File: src/rtl/lif_pkg.sv
// Shared constants and helpers for the time-multiplexed LIF neuron array.
package lif_pkg;

   localparam int LIF_WIDTH      = 8;
   localparam int LIF_LEAK_SHIFT = 1;
   localparam int LIF_REFRACT    = 2;

   // Refractory counter width; at least one bit even when refractory is disabled.
   function automatic int rf_width(input int refract);
      return (refract < 1) ? 1 : $clog2(refract + 1);
   endfunction

endpackage

File: src/rtl/lif_update.sv
// Single-channel leaky integrate-and-fire update: refractory, fire, or leak+integrate.
module lif_update
   import lif_pkg::*;
#(
   parameter int WIDTH      = LIF_WIDTH,
   parameter int LEAK_SHIFT = LIF_LEAK_SHIFT,
   parameter int REFRACT    = LIF_REFRACT,
   parameter int RFW        = rf_width(REFRACT)
) (
   input  logic [WIDTH-1:0] st_in,
   input  logic [RFW-1:0]   rf_in,
   input  logic [WIDTH-1:0] cur,
   input  logic [WIDTH-1:0] thr,
   output logic [WIDTH-1:0] st_out,
   output logic [RFW-1:0]   rf_out,
   output logic             spike_out
);

   logic [WIDTH:0] sum;

   // NOTE: every output gets a default before the branches, so no path leaves a latch.
   always_comb begin
      sum       = {1'b0, cur} + {1'b0, WIDTH'(st_in >> LEAK_SHIFT)};
      st_out    = '0;
      rf_out    = '0;
      spike_out = 1'b0;
      if (rf_in != '0) begin
         rf_out = rf_in - RFW'(1);
      end else if (st_in >= thr) begin
         spike_out = 1'b1;
         rf_out    = RFW'(REFRACT);
      end else begin
         // The carry bit signals overflow: clamp instead of wrapping.
         st_out = sum[WIDTH] ? '1 : sum[WIDTH-1:0];
      end
   end

endmodule

File: src/rtl/lif_n_array.sv
// Array of LIF neurons sharing one update datapath, visited round-robin by a channel pointer.
module lif_n_array
   import lif_pkg::*;
#(
   parameter int WIDTH      = LIF_WIDTH,
   parameter int CHANNELS   = 4,
   parameter int LEAK_SHIFT = LIF_LEAK_SHIFT,
   parameter int REFRACT    = LIF_REFRACT
) (
   input  logic                          clk,
   input  logic                          rst_n,
   input  logic                          en,
   input  logic [CHANNELS*WIDTH-1:0]     current,
   input  logic [WIDTH-1:0]              thr,
   input  logic [$clog2(CHANNELS)-1:0]   mon_sel,
   output logic [CHANNELS-1:0]           spike,
   output logic [WIDTH-1:0]              state_mon,
   output logic                          sweep_done
);

   localparam int PW  = $clog2(CHANNELS);
   localparam int RFW = rf_width(REFRACT);

   logic [PW-1:0]       ptr_q, ptr_d;
   logic [WIDTH-1:0]    st_q [CHANNELS];
   logic [WIDTH-1:0]    st_d [CHANNELS];
   logic [RFW-1:0]      rf_q [CHANNELS];
   logic [RFW-1:0]      rf_d [CHANNELS];
   logic [CHANNELS-1:0] spike_q, spike_d;
   logic [WIDTH-1:0]    state_mon_q, state_mon_d;
   logic                sweep_done_q, sweep_done_d;

   logic [WIDTH-1:0] cur_sel, st_sel, upd_st;
   logic [RFW-1:0]   rf_sel, upd_rf;
   logic             upd_spike;

   // Operand mux for the channel under the pointer.
   always_comb begin
      cur_sel = current[int'(ptr_q)*WIDTH +: WIDTH];
      st_sel  = '0;
      rf_sel  = '0;
      for (int c = 0; c < CHANNELS; c++) begin
         if (int'(ptr_q) == c) begin
            st_sel = st_q[c];
            rf_sel = rf_q[c];
         end
      end
   end

   lif_update #(
      .WIDTH      (WIDTH),
      .LEAK_SHIFT (LEAK_SHIFT),
      .REFRACT    (REFRACT),
      .RFW        (RFW)
   ) u_update (
      .st_in     (st_sel),
      .rf_in     (rf_sel),
      .cur       (cur_sel),
      .thr       (thr),
      .st_out    (upd_st),
      .rf_out    (upd_rf),
      .spike_out (upd_spike)
   );

   always_comb begin
      ptr_d        = ptr_q;
      st_d         = st_q;
      rf_d         = rf_q;
      spike_d      = spike_q;
      sweep_done_d = 1'b0;
      if (en) begin
         sweep_done_d = (int'(ptr_q) == CHANNELS - 1);
         ptr_d        = (int'(ptr_q) == CHANNELS - 1) ? '0 : ptr_q + PW'(1);
         for (int c = 0; c < CHANNELS; c++) begin
            if (int'(ptr_q) == c) begin
               st_d[c]    = upd_st;
               rf_d[c]    = upd_rf;
               spike_d[c] = upd_spike;
            end
         end
      end
      // Out-of-range selects match no channel and read as zero.
      state_mon_d = '0;
      for (int c = 0; c < CHANNELS; c++) begin
         if (int'(mon_sel) == c) state_mon_d = st_q[c];
      end
   end

   // NOTE: st/rf are a handful of flops, not a RAM, so clearing them on reset is cheap and required.
   always_ff @(posedge clk or negedge rst_n) begin
      if (!rst_n) begin
         ptr_q        <= '0;
         spike_q      <= '0;
         state_mon_q  <= '0;
         sweep_done_q <= 1'b0;
         for (int c = 0; c < CHANNELS; c++) begin
            st_q[c] <= '0;
            rf_q[c] <= '0;
         end
      end else begin
         ptr_q        <= ptr_d;
         spike_q      <= spike_d;
         state_mon_q  <= state_mon_d;
         sweep_done_q <= sweep_done_d;
         for (int c = 0; c < CHANNELS; c++) begin
            st_q[c] <= st_d[c];
            rf_q[c] <= rf_d[c];
         end
      end
   end

   assign spike      = spike_q;
   assign state_mon  = state_mon_q;
   assign sweep_done = sweep_done_q;

endmodule
File: config.mk
export PLATFORM = sky130hd
export DESIGN_NAME = lif_n_array
export DESIGN_NICKNAME = d
export VERILOG_FILES = /design/src/rtl/lif_pkg.sv /design/src/rtl/lif_update.sv /design/src/rtl/lif_n_array.sv
export SDC_FILE = /design/constraint.sdc
export NUM_CORES = 1
export LEC_CHECK = 0
export CORE_ASPECT_RATIO = 0.6
export CORE_UTILIZATION = 35
export CTS_CLUSTER_DIAMETER = 150
export DETAILED_ROUTE_END_ITERATION = 12
export PLACE_DENSITY_LB_ADDON = 0.2
export REMOVE_ABC_BUFFERS = 1
export SLEW_MARGIN = 10
export SYNTH_ARGS = -nofsm -noshare
export SYNTH_HDL_FRONTEND = slang
export SYNTH_SLANG_ARGS = --single-unit
File: constraint.sdc
create_clock -name clk -period 4.9 [get_ports clk]
set_input_delay 0.735 -clock clk [delete_from_list [all_inputs] [get_ports clk]]
set_output_delay 0.735 -clock clk [all_outputs]
set_load 0.01 [all_outputs]
**After elaboration in Yosys (flattened, before gate mapping)**

Cells that the tools add are included.

- Bits in registers: 55
- Output and inout bits: 13

- $add $sub $neg: 3
- Order comparisons: 1
- Eq/ne operators: 6
- Shift-type cells: 1
- Muxes and demuxes: 21
- Reductions and logical operators: 7

Operators by type and width:

| operator | number |
|---|---|
| 2-to-1 mux 8 bit | 11 |
| variable part select 32 x 6 -> 8 bit | 1 |
| 2-to-1 mux 2 bit | 7 |
| adder 8 x 7 -> 9 bit | 1 |
| equality test 2 bit (second input constant) | 4 |
| greater-or-equal comparator 8 bit | 1 |
| AND reduction 2 bit | 4 |
| equality test 2 x 1 -> 1 bit (second input constant) | 2 |
| logical NOT 2 bit | 2 |
| 2-to-1 mux 1 bit | 3 |
| adder 2 x 1 -> 2 bit (second input constant) | 1 |
| nonzero test 2 bit | 1 |
| subtractor 2 x 1 -> 2 bit (second input constant) | 1 |

**Depth between registers and ports, before layout**

- Depth in word-level cells: 9
- Depth in mapped cells: 16

**Hierarchy**

Synthesis repeated with hierarchy kept, for this count alone.

- Cell total of the unflattened synthesis: 259
- Area, all modules: 3293.2 um^2

Modules (own cells, without submodules):

| module | instances | cells an instance | area each (um^2) | sequential area each (um^2) |
|---|---|---|---|---|
| lif_n_array | 1 | 178 | 2632.5 | 1376.3 |
| lif_update | 1 | 81 | 660.6 | 0.0 |

**Least setup slack after synthesis**

No wires, ideal clock.

- Kind: register to register
- From: register ptr_q[0]
- To: register st_q[13] in the netlist's numbering
- Library setup time: 121 ps
- Arrival time: 3691 ps
- Setup slack: 1088 ps
- Cell stages (with the launch flop): 16
- Buffers on the path: 3
- Period minus slack after synthesis: 3812 ps
- Cell sequence: dfrtp_1 > buf_6 > inv_1 > ha_1 > clkbuf_1 > clkbuf_1 > nor2_1 > a21oi_1 > o21ai_0 > ha_1 > fa_1 > a211oi_1 > o21ai_0 > o211a_4 > or4_4 > a22o_1

- Word-level cells in the longest chain between the ends: 9
- Elaborated cells between the ends (all ways): 20

Ends and longest elaborated chain:

| what | line | source |
|---|---|---|
| start: declaration | lif_n_array.sv:24 | `logic [PW-1:0] ptr_q, ptr_d;` |
| start signal: assignment | lif_n_array.sv:101 | `ptr_q <= ptr_d;` |
| parallel branches: the longest is 9 deep, another holds adder 8 x 7 -> 9 bit | n/a |  |
| end signal: indexed assignment | lif_n_array.sv:106 | `st_q[c] <= st_d[c];` |
| end: declaration | lif_n_array.sv:25 | `logic [WIDTH-1:0] st_q [CHANNELS];` |

Parallel ways; which one is timed is not known.
A chain may end at the register's enable or synchronous reset.

**Final worst setup path**

- From: register ptr_q[0]
- To: register st_q[29] in the netlist's numbering

- Word-level cells in the longest chain between the ends: 9
- Elaborated cells between the ends (all ways): 20

Ends and longest elaborated chain:

| what |
|---|
| parallel branches: the longest is 9 deep, another holds adder 8 x 7 -> 9 bit |

Parallel ways; which one is timed is not known.

==> results.tsv <==
stage	metric	value	unit
yosys	YS warnings	0	
timing	Period minus WS final	4.288	ns
floorplanning	starting density of the core	37.06	%
global_route	vias in the first global route	2574	
clocking	number of buffers on the longest clock path	2	
critical_path	data required time at the worst endpoint	5.08	ns
yosys	count of flip-flops with a built-in enable after synthesis	0	
critical_path	crit path launch type	flop	
clocking	clk_lat worst skew	0.29	ns
timing	Tightest Pin Transition	0.9864	ns
clocking	clk sink count	55	
cells_and_area	count of nets after finishing	433	
clocking	TritonCTS clock tree	yes	
timing	final cycle utilization of the critical path	87.50	%
timing	normalized max-slew margin	33.68	%
route	Vias/cell	5.647	
clocking	total setup buffers inserted after CTS	0	
place	HPWL after detailed placement	6544	µm
place	GP Congestion	0.8587	
critical_path	kind of end point of the critical path	flop	
cells_and_area	post-route design area	0.004058	mm²
yosys	Most used DFF post-synth	dfrtp_1	
global_route	initial antenna violation count	0	
clocking	Clock Pin Slew Worst Setup and Hold Paths	0.07	ns
yosys	netlist area before placement	0.003231	mm²
yosys	most instantiated cells after synthesis	dfrtp_1, nand2_1, o21ai_0, nor2_1, ha_1	
timing	Hold Vio Cnt, Final	0	
route	routed len/inst	18.12	µm
yosys	FFs w/ async S/R, synth	100.0	%
floorplanning	site row count	26	
yosys	average cell area after synthesis	10.29	µm²
yosys	cell type contributing the most total cell area after synthesis	dfrtp_1	
cells_and_area	core occupancy in the finished layout	46.54	%
yosys	biggest area contributors in the synthesized netlist	dfrtp_1, ha_1, o21ai_0	
route	number of DRC markers in iteration 0	181	
route	number of nets with antenna violations after detailed routing	0	
cells_and_area	ratio of cells with drive above 1 in the final layout	7.588	%
yosys	top-count cell post-synth	dfrtp_1	
timing	fin worst setup slack	0.6123	ns
critical_path	type of the worst setup path	flop to flop	
timing	Slew Limit Fails	0	
floorplanning	# IOs	58	
power	static power due to leakage	1.769	nW
power	IR Drop Worst-Case VDD	0.2034	mV
floorplanning	die footprint	0.009631	mm²
timing	setup repair after global routing missed its margin	false	
timing	Max Freq	233.2	MHz
global_route	remaining global-route overflow	0	
cells_and_area	layout overhead on the synthesized area	25.60	%
power	power density relative to cell area	630.4	mW/mm²
place	I/O Buffers	57	
run_status	outcome	completed	
clocking	quantity of gates resized following cts	0	
clocking	number of clock buffers inserted by TritonCTS	5	
global_route	pin count of the biggest net entering global routing	56	
place	minimum setup slack after placement	0.6050	ns
clocking	quantity of hold-fixing buffers added after cts	0	
global_route	wire length of the first global-routing pass	13880	µm
route	drc violations	0	
timing	Final setup violation count	0	
yosys	sequential area share after synthesis	42.60	%
clocking	number of levels in the clock H-tree	2	
timing	Hold Slack	0.4883	ns
floorplanning	core area	0.008718	mm²
yosys	area fraction of the dominant cell type after synthesis	42.60	%
yosys	Cells after Synth	314	
route	wire length reported by the detailed router	8718	µm
timing	total negative setup slack	0	ns
yosys	number of distinct library cells after synthesis	42	
global_route	total track usage	18.71	%
place	Cell Area, Placed	0.003913	mm²
critical_path	Arrival @ worst endpoint	4.47	ns
cells_and_area	number of antenna diodes	0	
floorplanning	Horiz. Die Dim	126.0	µm
cells_and_area	number of filler cells placed in the layout	818	
critical_path	largest fanout on the critical path	10	
floorplanning	die boundary height	76.42	µm
timing	clock skew	0.004810	ns
clocking	cell at the root of the clock tree	clkbuf_16	
yosys	synthesis-stage register bit count	55	
route	via total after detailed routing	2716	
run	max capacitance violation total	0	
min_path	Hold/Removal Path Class	flop to flop	
route	number of iterations in the first detailed-routing pass	5	
[where the power goes]
group	switching (W)	leakage (nW)	internal, W
combinational	0.000839	0.981	0.000606
clock	0.000167	0.0658	0.000189
sequential	0.000120	0.722	0.000638
[area by class of cell]
type,count,area [µm²],area share (%)
clock inverters,3,20.02,0.4934
inverters,10,37.54,0.9251
well taps,112,140.1,3.454
repair buffers,63,610.6,15.05
flip-flops and latches,55,1376,33.92
multi-input cells,233,1748,43.08
clock buffers,5,125.1,3.084
[cells by family after synthesis]
group	count (synthesis)	synth area share, %
fa+ha+maj	20	7.978
simple gates	90	12.55
buf+inv	26	3.292
compound gates	103	20.45
flops	55	42.60
mux	18	12.59
xor+xnor	2	0.5423
[sequential cells by signal, summed over array words and instances (netlist names)]
register    cells
st_q           32
rf_q            8
state_mon       8
spike           4
ptr_q           2
sweep_done      1
[critical path, stage by stage (launching register included)]
cell and delay, ns:
dfrtp_1 0.40, buf_4 0.21, ha_1 0.22, nor2b_1 0.60, a22oi_1 0.16, nor2_1 0.12
a21oi_1 0.04, o21ai_0 0.31, ha_1 0.36, a211oi_1 0.52, o21ai_0 0.23, o211a_4 0.22
or4_4 0.57, a22o_1 0.21
[cells in the final DEF (no fill, tap or decap), types with 3 or more instances in the layout]
cell / Yosys / final
clkdlybuf4s50_1: 0 / 56
dfrtp_1: 55 / 55
nand2_1: 45 / 45
o21ai_0: 43 / 43
nor2_1: 20 / 20
ha_1: 19 / 19
a21oi_1: 16 / 16
a22o_1: 12 / 12
inv_1: 10 / 10
mux4_2: 9 / 9
mux4_1: 7 / 7
nor3_1: 7 / 7
a22oi_1: 6 / 6
a211oi_1: 6 / 6
buf_4: 0 / 6
nand2b_1: 5 / 5
clkbuf_16: 0 / 5
or3_1: 4 / 4
a221oi_1: 3 / 3
a21o_1: 3 / 3
a41oi_1: 3 / 3
[per-layer routing]
metal  GRT usage [%]  wire (µm)  up-vias
met5               0          0        -
met4           3.373         68        0
met3           5.267        651        8
met2           26.74       3606       93
met1           28.05       4392     1336
li1                -          -     1279
[through the flow]
| step | instances | total power [W] |
|---|---|---|
| finish | 481 | 0.002558 |
| global route | 481 | 0.002750 |
| CTS | 481 | 0.002553 |
| detailed placement | 473 | 0.002192 |
| global placement | 473 | 0.002167 |
| floorplan | 298 | 0.001690 |
[worst paths after layout]
check | slack (ns) | to | cells after the start | from
worst max-delay path | 0.61 | st_q[29]$_DFFE_PN0P_ | 13 | ptr_q[0]$_DFFE_PN0P_
min in group asynchronous | 0.57 | state_mon[6]$_DFF_PN0_ | 2 | rst_n
max in group asynchronous | 3.86 | st_q[3]$_DFFE_PN0P_ | 2 | rst_n
worst min register to register | 0.49 | rf_q[0]$_DFFE_PN0P_ | 2 | rf_q[0]$_DFFE_PN0P_
worst max register to register | 0.61 | st_q[29]$_DFFE_PN0P_ | 13 | ptr_q[0]$_DFFE_PN0P_
worst min-delay path | 0.49 | rf_q[0]$_DFFE_PN0P_ | 2 | rf_q[0]$_DFFE_PN0P_
No activity file was read; power rests on OpenSTA's default activity.
